$ cat src/rtl/rnd_sequence_game_if.sv
// rnd_sequence_game_if: generator/key inputs and display/verdict outputs of the memory game.
interface rnd_sequence_game_if;
  logic [3:0] i_rnd;
  logic       i_start;
  logic       i_key_valid;
  logic [3:0] i_key;
  logic [3:0] o_show;
  logic       o_show_valid;
  logic       o_busy;
  logic       o_pass;
  logic       o_fail;
  logic [3:0] o_score;
  modport master (output i_rnd, i_start, i_key_valid, i_key,
                  input  o_show, o_show_valid, o_busy, o_pass, o_fail, o_score);
  modport slave  (input  i_rnd, i_start, i_key_valid, i_key,
                  output o_show, o_show_valid, o_busy, o_pass, o_fail, o_score);
endinterface

$ cat src/rtl/rnd_sequence_game.sv
// rnd_sequence_game: captures DEPTH fresh LFSR nibbles, replays them, then checks keyed entry.
module rnd_sequence_game #(
  parameter int DEPTH       = 4,
  parameter int SHOW_CYCLES = 50_000_000,
  parameter int TIMEOUT     = 100_000_000
) (
  input logic clk,
  input logic rst_n,
  rnd_sequence_game_if.slave bus
);
  localparam int SW = SHOW_CYCLES > 1 ? $clog2(SHOW_CYCLES) : 1;
  localparam int TW = TIMEOUT > 1 ? $clog2(TIMEOUT) : 1;
  localparam logic [2:0] LAST = 3'(DEPTH - 1);
  typedef enum logic [2:0] {IDLE, COLLECT, SHOW, ENTER, PASS, FAIL} state_t;
  state_t r_state, w_state;
  logic [3:0] r_rnd_q, r_score, w_score, r_show, w_show;
  logic [3:0] r_buf [8];
  logic [2:0] r_idx, w_idx;
  logic [SW-1:0] r_dwell, w_dwell;
  logic [TW-1:0] r_tmo, w_tmo;
  logic r_show_valid, r_busy, r_pass, r_fail, w_new, w_wr;
  always_comb begin
    w_new   = (bus.i_rnd != r_rnd_q) && (bus.i_rnd != 4'd0);
    w_state = r_state;
    w_idx   = r_idx;
    w_dwell = r_dwell;
    w_tmo   = r_tmo;
    w_score = r_score;
    w_wr    = 1'b0;
    case (r_state)
      IDLE: if (bus.i_start) begin
        w_state = COLLECT;
        w_idx   = 3'd0;
      end
      COLLECT: if (w_new) begin
        w_wr    = 1'b1;
        w_dwell = '0;
        w_idx   = r_idx == LAST ? 3'd0 : r_idx + 3'd1;
        w_state = r_idx == LAST ? SHOW : COLLECT;
      end
      SHOW: if (r_dwell == SW'(SHOW_CYCLES - 1)) begin
        w_dwell = '0;
        w_tmo   = '0;
        w_idx   = r_idx == LAST ? 3'd0 : r_idx + 3'd1;
        w_state = r_idx == LAST ? ENTER : SHOW;
      end else begin
        w_dwell = r_dwell + SW'(1);
      end
      // A key on the timeout terminal cycle takes priority over the timeout.
      ENTER: if (bus.i_key_valid) begin
        w_tmo = '0;
        if (bus.i_key != r_buf[r_idx]) begin
          w_state = FAIL;
        end else if (r_idx == LAST) begin
          w_state = PASS;
          w_score = r_score == 4'd15 ? 4'd15 : r_score + 4'd1;
        end else begin
          w_idx = r_idx + 3'd1;
        end
      end else if (r_tmo == TW'(TIMEOUT - 1)) begin
        w_state = FAIL;
      end else begin
        w_tmo = r_tmo + TW'(1);
      end
      PASS, FAIL: if (bus.i_start) begin
        w_state = COLLECT;
        w_idx   = 3'd0;
        w_score = r_state == FAIL ? 4'd0 : r_score;
      end
      default: w_state = IDLE;
    endcase
    // With DEPTH=1 the entry shown first is the one being written on this edge.
    w_show = (w_wr && r_idx == w_idx) ? bus.i_rnd : r_buf[w_idx];
  end
  always_ff @(posedge clk or negedge rst_n)
    if (!rst_n) begin
      r_state      <= IDLE;
      r_idx        <= 3'd0;
      r_rnd_q      <= 4'd0;
      r_dwell      <= '0;
      r_tmo        <= '0;
      r_score      <= 4'd0;
      r_show       <= 4'd0;
      r_show_valid <= 1'b0;
      r_busy       <= 1'b0;
      r_pass       <= 1'b0;
      r_fail       <= 1'b0;
    end else begin
      r_state      <= w_state;
      r_idx        <= w_idx;
      r_rnd_q      <= bus.i_rnd;
      r_dwell      <= w_dwell;
      r_tmo        <= w_tmo;
      r_score      <= w_score;
      r_show       <= w_state == SHOW ? w_show : 4'd0;
      r_show_valid <= w_state == SHOW;
      r_busy       <= w_state == COLLECT || w_state == SHOW || w_state == ENTER;
      r_pass       <= w_state == PASS;
      r_fail       <= w_state == FAIL;
    end
  always_ff @(posedge clk)
    if (w_wr) r_buf[r_idx] <= bus.i_rnd;
  assign bus.o_show       = r_show;
  assign bus.o_show_valid = r_show_valid;
  assign bus.o_busy       = r_busy;
  assign bus.o_pass       = r_pass;
  assign bus.o_fail       = r_fail;
  assign bus.o_score      = r_score;
endmodule

$ cat src/flat_wrapper.sv
// flat-port wrapper written by rule: the top's interface ports become plain ports
module rnd_sequence_game_flat 
#(
  parameter int DEPTH       = 4,
  parameter int SHOW_CYCLES = 50_000_000,
  parameter int TIMEOUT     = 100_000_000
)
  (clk, rst_n, bus_i_rnd, bus_i_start, bus_i_key_valid, bus_i_key, bus_o_show, bus_o_show_valid, bus_o_busy, bus_o_pass, bus_o_fail, bus_o_score);
  rnd_sequence_game_if bus_i ();
  input logic clk;
  input logic rst_n;
  input wire logic [$bits(bus_i.i_rnd)-1:0] bus_i_rnd;
  input wire logic [$bits(bus_i.i_start)-1:0] bus_i_start;
  input wire logic [$bits(bus_i.i_key_valid)-1:0] bus_i_key_valid;
  input wire logic [$bits(bus_i.i_key)-1:0] bus_i_key;
  output wire logic [$bits(bus_i.o_show)-1:0] bus_o_show;
  output wire logic [$bits(bus_i.o_show_valid)-1:0] bus_o_show_valid;
  output wire logic [$bits(bus_i.o_busy)-1:0] bus_o_busy;
  output wire logic [$bits(bus_i.o_pass)-1:0] bus_o_pass;
  output wire logic [$bits(bus_i.o_fail)-1:0] bus_o_fail;
  output wire logic [$bits(bus_i.o_score)-1:0] bus_o_score;
  assign bus_i.i_rnd = bus_i_rnd;
  assign bus_i.i_start = bus_i_start;
  assign bus_i.i_key_valid = bus_i_key_valid;
  assign bus_i.i_key = bus_i_key;
  assign bus_o_show = bus_i.o_show;
  assign bus_o_show_valid = bus_i.o_show_valid;
  assign bus_o_busy = bus_i.o_busy;
  assign bus_o_pass = bus_i.o_pass;
  assign bus_o_fail = bus_i.o_fail;
  assign bus_o_score = bus_i.o_score;
  rnd_sequence_game #(.DEPTH(DEPTH), .SHOW_CYCLES(SHOW_CYCLES), .TIMEOUT(TIMEOUT)) u_core (.clk(clk), .rst_n(rst_n), .bus(bus_i));
endmodule
$ cat config.mk
export PLATFORM = sky130hd
export DESIGN_NAME = rnd_sequence_game_flat
export DESIGN_NICKNAME = d
export VERILOG_FILES = /design/src/rtl/rnd_sequence_game_if.sv /design/src/rtl/rnd_sequence_game.sv /design/src/flat_wrapper.sv
export SDC_FILE = /design/constraint.sdc
export NUM_CORES = 1
export LEC_CHECK = 0
export CAP_MARGIN = 20
export CORE_MARGIN = 2
export CORE_UTILIZATION = 55
export CTS_CLUSTER_SIZE = 25
export DETAILED_ROUTE_END_ITERATION = 7
export PLACE_DENSITY = 0.75
export SLEW_MARGIN = 20
export SYNTH_ARGS = -nofsm -noshare
export SYNTH_HDL_FRONTEND = slang
export SYNTH_SLANG_ARGS = --single-unit
$ cat constraint.sdc
create_clock -name clk -period 3.4 [get_ports clk]
set_input_delay 0.68 -clock clk [delete_from_list [all_inputs] [get_ports clk]]
set_output_delay 0.68 -clock clk [all_outputs]
set_load 0.02 [all_outputs]
==> results of run 1 <==
## synthesized netlist by cell type, types with 4 or more instances
library cell,n
a21oi_1,27
a31oi_1,7
and2_1,5
and3_1,14
and4_1,4
clkbuf_1,14
dfrtp_1,75
edfxtp_1,32
ha_1,5
inv_1,14
mux2i_1,17
mux4_2,4
nand2_1,52
nand2b_1,7
nand3_1,50
nand3b_1,10
nand4_1,18
nor2_1,60
nor2b_1,7
nor3_1,15
nor4_1,9
o21ai_0,48
o31ai_1,7
xnor2_1,7
xor2_1,24
## logic make-up after synthesis
group | share of synthesized area
compound gates | 0.126
buf+inv | 0.0322
flops | 0.497
simple gates | 0.236
fa+ha+maj | 0.0110
xor+xnor | 0.0475
mux | 0.0495
## registers in the layout (all words and copies together), names as in the netlist, 3 cells and up
signal	count
u_core.bus.o_show	4
u_core.bus.o_score	4
u_core.r_buf	32
u_core.r_idx	3
u_core.r_state	3
u_core.r_tmo	27
u_core.r_dwell	26
u_core.r_rnd_q	4
## per-stage QoR
| step | instances | util | setup slack [ns] | total power, uW | hold WS, ns |
|---|---|---|---|---|---|
| after global placement | 760 | 0.622 | 0.0739 | 3690 | 0.469 |
| after floorplan | 583 | - | 0.628 | 2960 | 0.384 |
| after detailed placement | 761 | 0.623 | 0.0417 | 3720 | 0.478 |
| after CTS | 777 | 0.643 | 0.337 | 4550 | 0.455 |
| final | 777 | 0.643 | 0.299 | 4540 | 0.421 |
| after global routing | 777 | 0.643 | 0.0413 | 4850 | 0.488 |
## routing by layer
metal  vias up  share of wire  routed length, um
met2       133           0.48               6510
met5         -              0                  0
met1      2242           0.44               5980
met4         0          0.012                157
met3        16          0.065                884
li1       2251              -                  -
## layout make-up
| type | instances | area, sq um | share of cell area |
|---|---|---|---|
| clock inverters | 7 | 82.6 | 0.0126 |
| repair buffers | 64 | 589 | 0.0900 |
| clock buffers | 9 | 124 | 0.0189 |
| inverters | 14 | 52.6 | 0.00802 |
| multi-input cells | 440 | 2690 | 0.411 |
| flip-flops and latches | 107 | 2840 | 0.433 |
| well taps | 136 | 170 | 0.0260 |
## how the worst max path moves through the flow
stage | slack [ns] | endpoint | from | depth (start not counted)
after floorplan | 0.63 | u_core.bus.o_show[2]$_DFF_PN0_ | u_core.r_idx[0]$_DFF_PN0_ | 12
after detailed placement | 0.04 | u_core.bus.o_show[3]$_DFF_PN0_ | bus_i_rnd[1] | 12
after global routing | 0.04 | u_core.bus.o_show[2]$_DFF_PN0_ | u_core.r_idx[1]$_DFF_PN0_ | 14
final | 0.30 | u_core.bus.o_show[3]$_DFF_PN0_ | u_core.r_idx[0]$_DFF_PN0_ | 10
after CTS | 0.34 | u_core.bus.o_show[3]$_DFF_PN0_ | u_core.r_idx[0]$_DFF_PN0_ | 10
after global placement | 0.07 | u_core.bus.o_show[2]$_DFF_PN0_ | bus_i_rnd[2] | 12
## cell usage in the layout, fill, tap and decap left out, types with 2 or more instances in the layout
master,instances
buf_4,37
o41ai_1,3
xnor2_1,7
nor4_2,2
nand3b_1,10
xor2_1,24
and3_1,14
a41o_1,2
a31oi_1,7
dfrtp_1,75
nand4_1,18
clkbuf_8,9
o31ai_1,7
inv_1,14
a41oi_1,2
a21o_1,3
mux2_2,2
nand3_1,50
a21oi_1,27
ha_1,5
and2_1,5
mux4_2,4
o21ai_0,47
mux2i_1,17
edfxtp_1,32
nand2_1,52
or3_1,2
o21ai_2,2
nor2_1,60
clkdlybuf4s50_1,22
nor2b_1,7
clkinvlp_4,2
a211oi_1,3
nor3_1,15
nand2b_1,7
nor4_1,9
inv_6,2
and4_1,4
buf_12,4
## where the power goes
group / leakage (uW) / internal, uW / switching [uW]
clock: 0.0000984 / 352 / 464
combinational: 0.00130 / 945 / 1170
sequential: 0.00131 / 1470 / 142
total: 0.00272 / 2770 / 1770
## critical path, delay by kind of cell (launching register included)
| family | cells | cell delay, ns |
|---|---|---|
| AO/OA/AOI/OAI | 2 | 0.43 |
| AND/OR/NAND/NOR | 4 | 1.13 |
| buffers and inverters | 1 | 0.17 |
| multiplexers | 2 | 0.62 |
| XOR/XNOR | 1 | 0.22 |
| flip-flops | 1 | 0.41 |
==> results.py, run 1 <==
metrics = {
    "status": {
        "outcome": "complete, no violations",
    },
    "logic_synthesis": {
        "synth_top_area_share": 0.329,
        "synthesis.area_sq_mm": 0.00571,
        "yosysTopAreaCell": "dfrtp_1",
        "syn_avg_cell_area_sq_um": 9.79,
        "synth-seq-cells": 107,
        "synth_area_leaders": "dfrtp_1 33%, edfxtp_1 17%, nand3_1 4.4%",
        "synth-edff-count": 32,
        "synthDistinctLibCells": 62,
        "synthCells": 583,
        "synth_nets": 600,
        "seq_area_frac_synth": 0.497,
        "yosysWarnings": 0,
        "synth_ff_type": "dfrtp_1",
        "ys_async_sr_fraction": 0.701,
    },
    "final_layout": {
        "drive_above_1_share": 0.117,
        "fillers": 803,
        "area_growth_pct": 14.7,
        "nNetsFinal": 653,
        "diodes": 0,
        "stdcell_area_sq_mm": 0.00655,
    },
    "grt": {
        "grt_use_met2": 0.413,
        "grt_max_degree": 76,
        "grtUsageMet1": 0.370,
        "antenna_found_initial": 0,
        "top_usage_layer": "met2",
        "grt_use_total": 0.263,
        "grt_pass1_vias": 4464,
        "grt_first_pass_wirelength_um": 23000,
        "gr-total-overflow": 0,
        "use_met3": 0.0687,
    },
    "floorplanning": {
        "die_w_um": 106,
        "start_util": 0.561,
        "dieArea_sq_mm": 0.0112,
        "rows": 37,
        "core_area_sq_mm": 0.0102,
        "die_h_um": 106,
        "ios": 24,
    },
    "sta": {
        "tns_ns": 0,
        "final_hold_viol_count": 0,
        "rsz0062_at_grt": "false",
        "fmax_mhz": 322,
        "finalCritPeriodShare": 0.912,
        "finalSetupViolCount": 0,
        "finalClockSkew_ns": 0.0108,
        "tightest_slew_ns": 0.947,
        "fin_crit_ns": 3.10,
        "max_slew_margin": 0.368,
        "drv_slew": 0,
    },
    "worst_setup_path": {
        "r2r_end": "u_core.bus.o_show[3]$_DFF_PN0_",
        "endpoint_kind": "flop",
        "crit_slowest_cell": "mux4_2",
        "ff2ff_path_depth": 10,
        "path_max_fanout": 24,
        "cp.arrival_ns": 3.39,
        "startpoint_type": "flop",
        "cp_slowest_stage_delay_ns": 0.50,
        "cp.required_ns": 3.69,
        "rrSetupSlack_ns": 0.30,
        "reg2reg_from": "u_core.r_idx[0]$_DFF_PN0_",
        "crit_chain": "buf_12, mux2i_1, mux4_2, xor2_1, nand4_1, nor2_1, a21oi_1, o221ai_1, nand2_1, nor4_1",
        "crit_type": "flop to flop",
    },
    "clock_network": {
        "holdBufCountCts": 0,
        "clock_path_buffers": 2,
        "cts_resized": 0,
        "cts_tree": "built",
        "clk-insertion-delay-late_ns": 0.40,
        "numCtsBuffers": 9,
        "cts_root_buf": "clkbuf_8",
        "clk_pin_slew_ns": 0.10,
        "post_cts_buffers": 0,
        "cts_max_level": 3,
        "cts_num_sinks": 107,
    },
    "drt": {
        "wl_um": 13500,
        "final_antenna_net_count": 0,
        "num_vias": 4642,
        "via_per_inst": 5.97,
        "drc": 0,
        "avgRoutedWirePerCell_um": 17.4,
        "drt_iter0_drc": 413,
        "dr.pass1.iters": 4,
    },
    "power": {
        "ir_drop_uv": 437,
        "p_per_area_mw_per_mm2": 694,
        "leakagePower_uw": 0.00272,
    },
    "placed_design": {
        "io_buffers": 23,
        "postPlaceCellArea_sq_mm": 0.00634,
        "hpwlAfterDp_um": 9760,
        "finalWeightedCongestion": 0.943,
    },
    "hold_path": {
        "worstHoldPathType": "input pin to asynchronous set/reset pin",
    },
    "job": {
        "maxCapViolCount": 0,
    },
}
(Power assumes the default switching activity.)
==> inputs of run 2 (changes only) <==
- RECOVER_POWER: default -> 100
==> run 2 against run 1 <==
The run now ends with capacitance limit, slew limit left. First-iteration DRC count rose by 0.24%. Die area did not move. Highest routed layer unchanged. Critical path depth rose by 2. Global-route usage did not move.
==> results.py, run 2 (synthesized netlist as in run 1, its figures left out) <==
metrics = {
    "status": {
        "outcome": "finished, violations left",
        "violations": "capacitance limit, slew limit",
    },
    "drt": {
        "drt_iter0_drc": 414,
        "dr.pass1.iters": 5,
        "drc": 0,
        "via_per_inst": 5.96,
        "final_antenna_net_count": 0,
        "num_vias": 4630,
        "wl_um": 13500,
        "avgRoutedWirePerCell_um": 17.4,
    },
    "sta": {
        "final_hold_viol_count": 0,
        "finalClockSkew_ns": 0.0112,
        "fmax_mhz": 319,
        "drv_slew": 76,
        "tightest_slew_ns": 1.85,
        "finalCritPeriodShare": 0.922,
        "tns_ns": 0,
        "max_slew_margin": -0.236,
        "rsz0062_at_grt": "false",
        "finalSetupViolCount": 0,
        "fin_crit_ns": 3.13,
    },
    "grt": {
        "antenna_found_initial": 0,
        "grt_max_degree": 76,
        "grt_first_pass_wirelength_um": 23000,
        "grt_pass1_vias": 4464,
        "gr-total-overflow": 0,
        "grt_use_total": 0.263,
    },
    "placed_design": {
        "finalWeightedCongestion": 0.943,
        "hpwlAfterDp_um": 9760,
        "io_buffers": 23,
        "postPlaceCellArea_sq_mm": 0.00634,
    },
    "clock_network": {
        "clk-insertion-delay-late_ns": 0.40,
        "clk_pin_slew_ns": 0.10,
        "post_cts_buffers": 0,
        "holdBufCountCts": 0,
        "cts_resized": 0,
        "cts_tree": "built",
        "clock_path_buffers": 2,
        "cts_root_buf": "clkbuf_8",
        "cts_max_level": 3,
        "cts_num_sinks": 107,
        "numCtsBuffers": 9,
    },
    "power": {
        "p_per_area_mw_per_mm2": 691,
        "leakagePower_uw": 0.00271,
        "ir_drop_uv": 435,
        "p_total_uw": 4480,
    },
    "floorplanning": {
        "start_util": 0.561,
        "core_area_sq_mm": 0.0102,
        "die_w_um": 106,
        "die_h_um": 106,
        "rows": 37,
        "ios": 24,
        "dieArea_sq_mm": 0.0112,
    },
    "final_layout": {
        "drive_above_1_share": 0.0936,
        "nNetsFinal": 653,
        "largest_register_ffs": 32,
        "mostFrequentLayoutCell": "dfrtp_1",
        "stdcell_area_sq_mm": 0.00649,
        "final_cell_mix": "75 x dfrtp_1, 60 x nor2_1, 52 x nand2_1",
        "reg_top3": "u_core.r_buf: 32 flops, u_core.r_tmo: 27 flops, u_core.r_dwell: 26 flops",
        "area_growth_pct": 13.6,
        "regMostFlops": "u_core.r_buf",
        "diodes": 0,
    },
    "hold_path": {
        "min_from": "u_core.r_dwell[25]$_DFFE_PN0P_",
        "holdPathEnd": "u_core.r_dwell[25]$_DFFE_PN0P_",
        "hold-path-cell-count": 1,
        "worstHoldPathType": "flop to flop",
    },
    "worst_setup_path": {
        "reg2reg_from": "u_core.r_idx[0]$_DFF_PN0_",
        "startpoint_type": "input pin",
        "crit_slowest_cell": "dlygate4sd3_1",
        "crit_chain": "dlygate4sd3_1, xor2_1, nor4_1, buf_4, o21ai_0, and2_0, a41o_1, o211ai_2, buf_4, nand3b_1, a21oi_1, nor4_1",
        "ff2ff_path_depth": 10,
        "path_max_fanout": 14,
        "crit_type": "input pin to flop",
        "rrSetupSlack_ns": 0.31,
        "cp_slowest_stage_delay_ns": 0.59,
        "r2r_end": "u_core.bus.o_show[3]$_DFF_PN0_",
        "cp.required_ns": 3.69,
        "endpoint_kind": "flop",
        "cp.arrival_ns": 3.42,
    },
    "job": {
        "maxCapViolCount": 1,
    },
}
-- run 2: cell types whose count changed in the layout (fill, tap and decap cells not counted), sizes merged --
cell / before / now
dlymetal6s2s: 0 / 1
clkbuf: 9 / 22
buf: 42 / 28
clkdlybuf4s50: 22 / 6
dlygate4sd3: 0 / 16
-- run 2: worst max-delay path by stage --
stage / from / slack, ns / end / depth (start not counted)
2_1_floorplan: u_core.r_idx[0]$_DFF_PN0_ / 0.63 / u_core.bus.o_show[2]$_DFF_PN0_ / 12
5_1_grt: u_core.r_idx[1]$_DFF_PN0_ / 0.04 / u_core.bus.o_show[2]$_DFF_PN0_ / 14
6_report: bus_i_rnd[3] / 0.27 / u_core.bus.o_show[3]$_DFF_PN0_ / 12
4_1_cts: u_core.r_idx[0]$_DFF_PN0_ / 0.34 / u_core.bus.o_show[3]$_DFF_PN0_ / 10
3_5_place_dp: bus_i_rnd[1] / 0.04 / u_core.bus.o_show[3]$_DFF_PN0_ / 12
3_3_place_gp: bus_i_rnd[2] / 0.07 / u_core.bus.o_show[2]$_DFF_PN0_ / 12
-- run 2: stage by stage --
step	setup slack, ns	hold WS (ns)	cells	utilization
global placement	0.0739	0.469	760	0.622
detailed placement	0.0417	0.478	761	0.623
floorplan	0.628	0.384	583	-
finish	0.266	0.494	777	0.637
CTS	0.337	0.455	777	0.643
global route	0.0413	0.550	777	0.637
-- run 2: cell type report --
type / instances / area [sq um]
fillers: 809 / 3700
clock inverters: 7 / 82.6
flip-flops and latches: 107 / 2840
well taps: 136 / 170
repair buffers: 64 / 534
multi-input cells: 440 / 2690
inverters: 14 / 52.6
clock buffers: 9 / 124
-- run 2: critical path: cells and delay by family --
family	cells	cell delay, ns
compound gates	4	0.57
buf+inv	3	1.00
simple gates	4	0.98
xor+xnor	1	0.16
-- run 2: layer usage --
layer / up-vias / track usage / wire length, um
li1: 2254 / - / -
met1: 2223 / 0.370 / 6060
met2: 135 / 0.413 / 6460
met3: 18 / 0.0687 / 834
met4: 0 / 0.0583 / 180
met5: - / 0 / 0
-- run 2: power breakdown --
part	switching, uW	total [uW]	internal [uW]
registers	139	1610	1470
logic	1170	2050	888
clock network	465	816	352
==> inputs of run 3 (changes only) <==
- CTS_BUF_LIST: default -> sky130_fd_sc_hd__clkbuf_2
==> run 3 against run 2 <==
The run still ends with capacitance limit, slew limit left. Worst hold slack got worse by 0.0075 ns. Sequential power is essentially flat. Utilization fell by 0.92 points. Highest routed layer unchanged.
==> results.py, run 3 (synthesized netlist as in run 1, its figures left out) <==
metrics = {
    "drt": {
        "wl_um": 13500,
        "via_per_inst": 6.02,
        "final_antenna_net_count": 0,
        "dr.pass1.iters": 5,
        "drc": 0,
        "drt_iter0_drc": 424,
        "avgRoutedWirePerCell_um": 17.3,
        "num_vias": 4681,
    },
    "floorplanning": {
        "start_util": 0.561,
        "die_w_um": 106,
        "rows": 37,
        "core_area_sq_mm": 0.0102,
        "ios": 24,
        "dieArea_sq_mm": 0.0112,
        "die_h_um": 106,
    },
    "sta": {
        "rsz0062_at_grt": "false",
        "tns_ns": 0,
        "whs_ns": 0.487,
        "tightest_slew_ns": 1.85,
        "finalSetupViolCount": 0,
        "layout_setup_ws_ns": 0.286,
        "fin_crit_ns": 3.11,
        "finalCritPeriodShare": 0.916,
        "max_slew_margin": -0.231,
        "drv_slew": 76,
        "finalClockSkew_ns": 0.0328,
        "final_hold_viol_count": 0,
        "fmax_mhz": 321,
    },
    "final_layout": {
        "regMostFlops": "u_core.r_buf",
        "multi_input_area_sq_mm": 0.00268,
        "layout.cells.non_filler": 777,
        "nNetsFinal": 653,
        "drive_above_1_share": 0.0905,
        "mostFrequentLayoutCell": "dfrtp_1",
        "register_area_sq_mm": 0.00284,
        "fillers": 824,
        "diodes": 0,
        "area_growth_pct": 12.0,
        "final_cell_mix": "75 x dfrtp_1, 60 x nor2_1, 52 x nand2_1",
        "final_core_util": 0.628,
        "reg_top3": "u_core.r_buf: 32 flops, u_core.r_tmo: 27 flops, u_core.r_dwell: 26 flops",
        "largest_register_ffs": 32,
    },
    "clock_network": {
        "post_cts_buffers": 0,
        "clk_pin_slew_ns": 0.29,
        "numCtsBuffers": 9,
        "holdBufCountCts": 0,
        "cts_max_level": 3,
        "cts_tree": "built",
        "cts_num_sinks": 107,
        "clk-insertion-delay-late_ns": 0.65,
        "clock_path_buffers": 2,
        "cts_resized": 0,
        "cts_root_buf": "clkbuf_2",
    },
    "placed_design": {
        "io_buffers": 23,
        "hpwlAfterDp_um": 9760,
        "finalWeightedCongestion": 0.943,
        "post-place-cells": 761,
        "place_ws_ns": 0.0417,
    },
    "power": {
        "ir_drop_uv": 343,
        "p_per_area_mw_per_mm2": 668,
        "leakagePower_uw": 0.00266,
    },
    "worst_setup_path": {
        "worstPathBufferInverterCount": 1,
        "cp.required_ns": 3.94,
        "path_max_fanout": 24,
        "crit_slowest_cell": "mux4_2",
        "crit_chain": "buf_12, mux2i_1, mux4_2, xor2_1, nand4_1, nor2_1, a21oi_1, o221ai_1, nand2_1, nor4_1",
        "cp_slowest_stage_delay_ns": 0.50,
        "rrSetupSlack_ns": 0.29,
        "cp_top_family": "simple AND/OR/NAND/NOR gates",
        "cp.arrival_ns": 3.66,
        "endpoint_kind": "flop",
        "startpoint_type": "flop",
        "crit_type": "flop to flop",
    },
    "status": {
        "outcome": "finished, violations left",
        "violations": "capacitance limit, slew limit",
    },
    "hold_path": {
        "worstHoldPathType": "input pin to asynchronous set/reset pin",
    },
    "job": {
        "maxCapViolCount": 1,
    },
    "grt": {
        "grt_pass1_vias": 4459,
        "antenna_found_initial": 0,
        "gr-total-overflow": 0,
        "grt_max_degree": 76,
        "grt_use_total": 0.260,
        "grt_first_pass_wirelength_um": 22800,
    },
}
## run 3: metal layers
layer | GRT usage | wire, um
met2 | 0.408 | 6400
met1 | 0.367 | 5910
met4 | 0.0592 | 184
met5 | 0 | 0
met3 | 0.0693 | 979
## run 3: area by class of cell
| cell class | count | share of cell area |
|---|---|---|
| sequential | 107 | 0.444 |
| multi-input combinational | 440 | 0.420 |
| timing repair buffer | 64 | 0.0816 |
| tap | 136 | 0.0266 |
| clock inverter | 7 | 0.0129 |
| inverter | 14 | 0.00822 |
| clock buffer | 9 | 0.00705 |
## run 3: worst register-to-register path: cells and delay by family (launching register included)
kind,cells,cell delay (ns)
buffers and inverters,1,0.17
flip-flops,1,0.46
XOR/XNOR,1,0.21
AND/OR/NAND/NOR,4,1.14
multiplexers,2,0.63
AO/OA/AOI/OAI,2,0.42
## run 3: where the power goes
group | switching [uW] | internal (uW)
registers | 140 | 1470
logic | 1160 | 868
clock network | 449 | 182
## run 3: path summary, 6_finish.rpt
| path | start | end | depth (start not counted) |
|---|---|---|---|
| max | u_core.r_idx[0]$_DFF_PN0_ | u_core.bus.o_show[3]$_DFF_PN0_ | 10 |
| min | rst_n | u_core.r_tmo[21]$_DFFE_PN0P_ | 1 |
| max reg2reg | u_core.r_idx[0]$_DFF_PN0_ | u_core.bus.o_show[3]$_DFF_PN0_ | 10 |
| min reg2reg | u_core.r_dwell[25]$_DFFE_PN0P_ | u_core.r_dwell[25]$_DFFE_PN0P_ | 1 |
| max in group asynchronous | rst_n | u_core.r_dwell[15]$_DFFE_PN0P_ | 1 |
| min in group clk | u_core.r_dwell[25]$_DFFE_PN0P_ | u_core.r_dwell[25]$_DFFE_PN0P_ | 1 |
## run 3: through the flow
| step | instance area, sq um | power (uW) |
|---|---|---|
| detailed placement | 6340 | 3720 |
| finish | 6390 | 4270 |
| global placement | 6330 | 3690 |
| floorplan | 5710 | 2960 |
| global route | 6390 | 4580 |
| CTS | 6470 | 4360 |
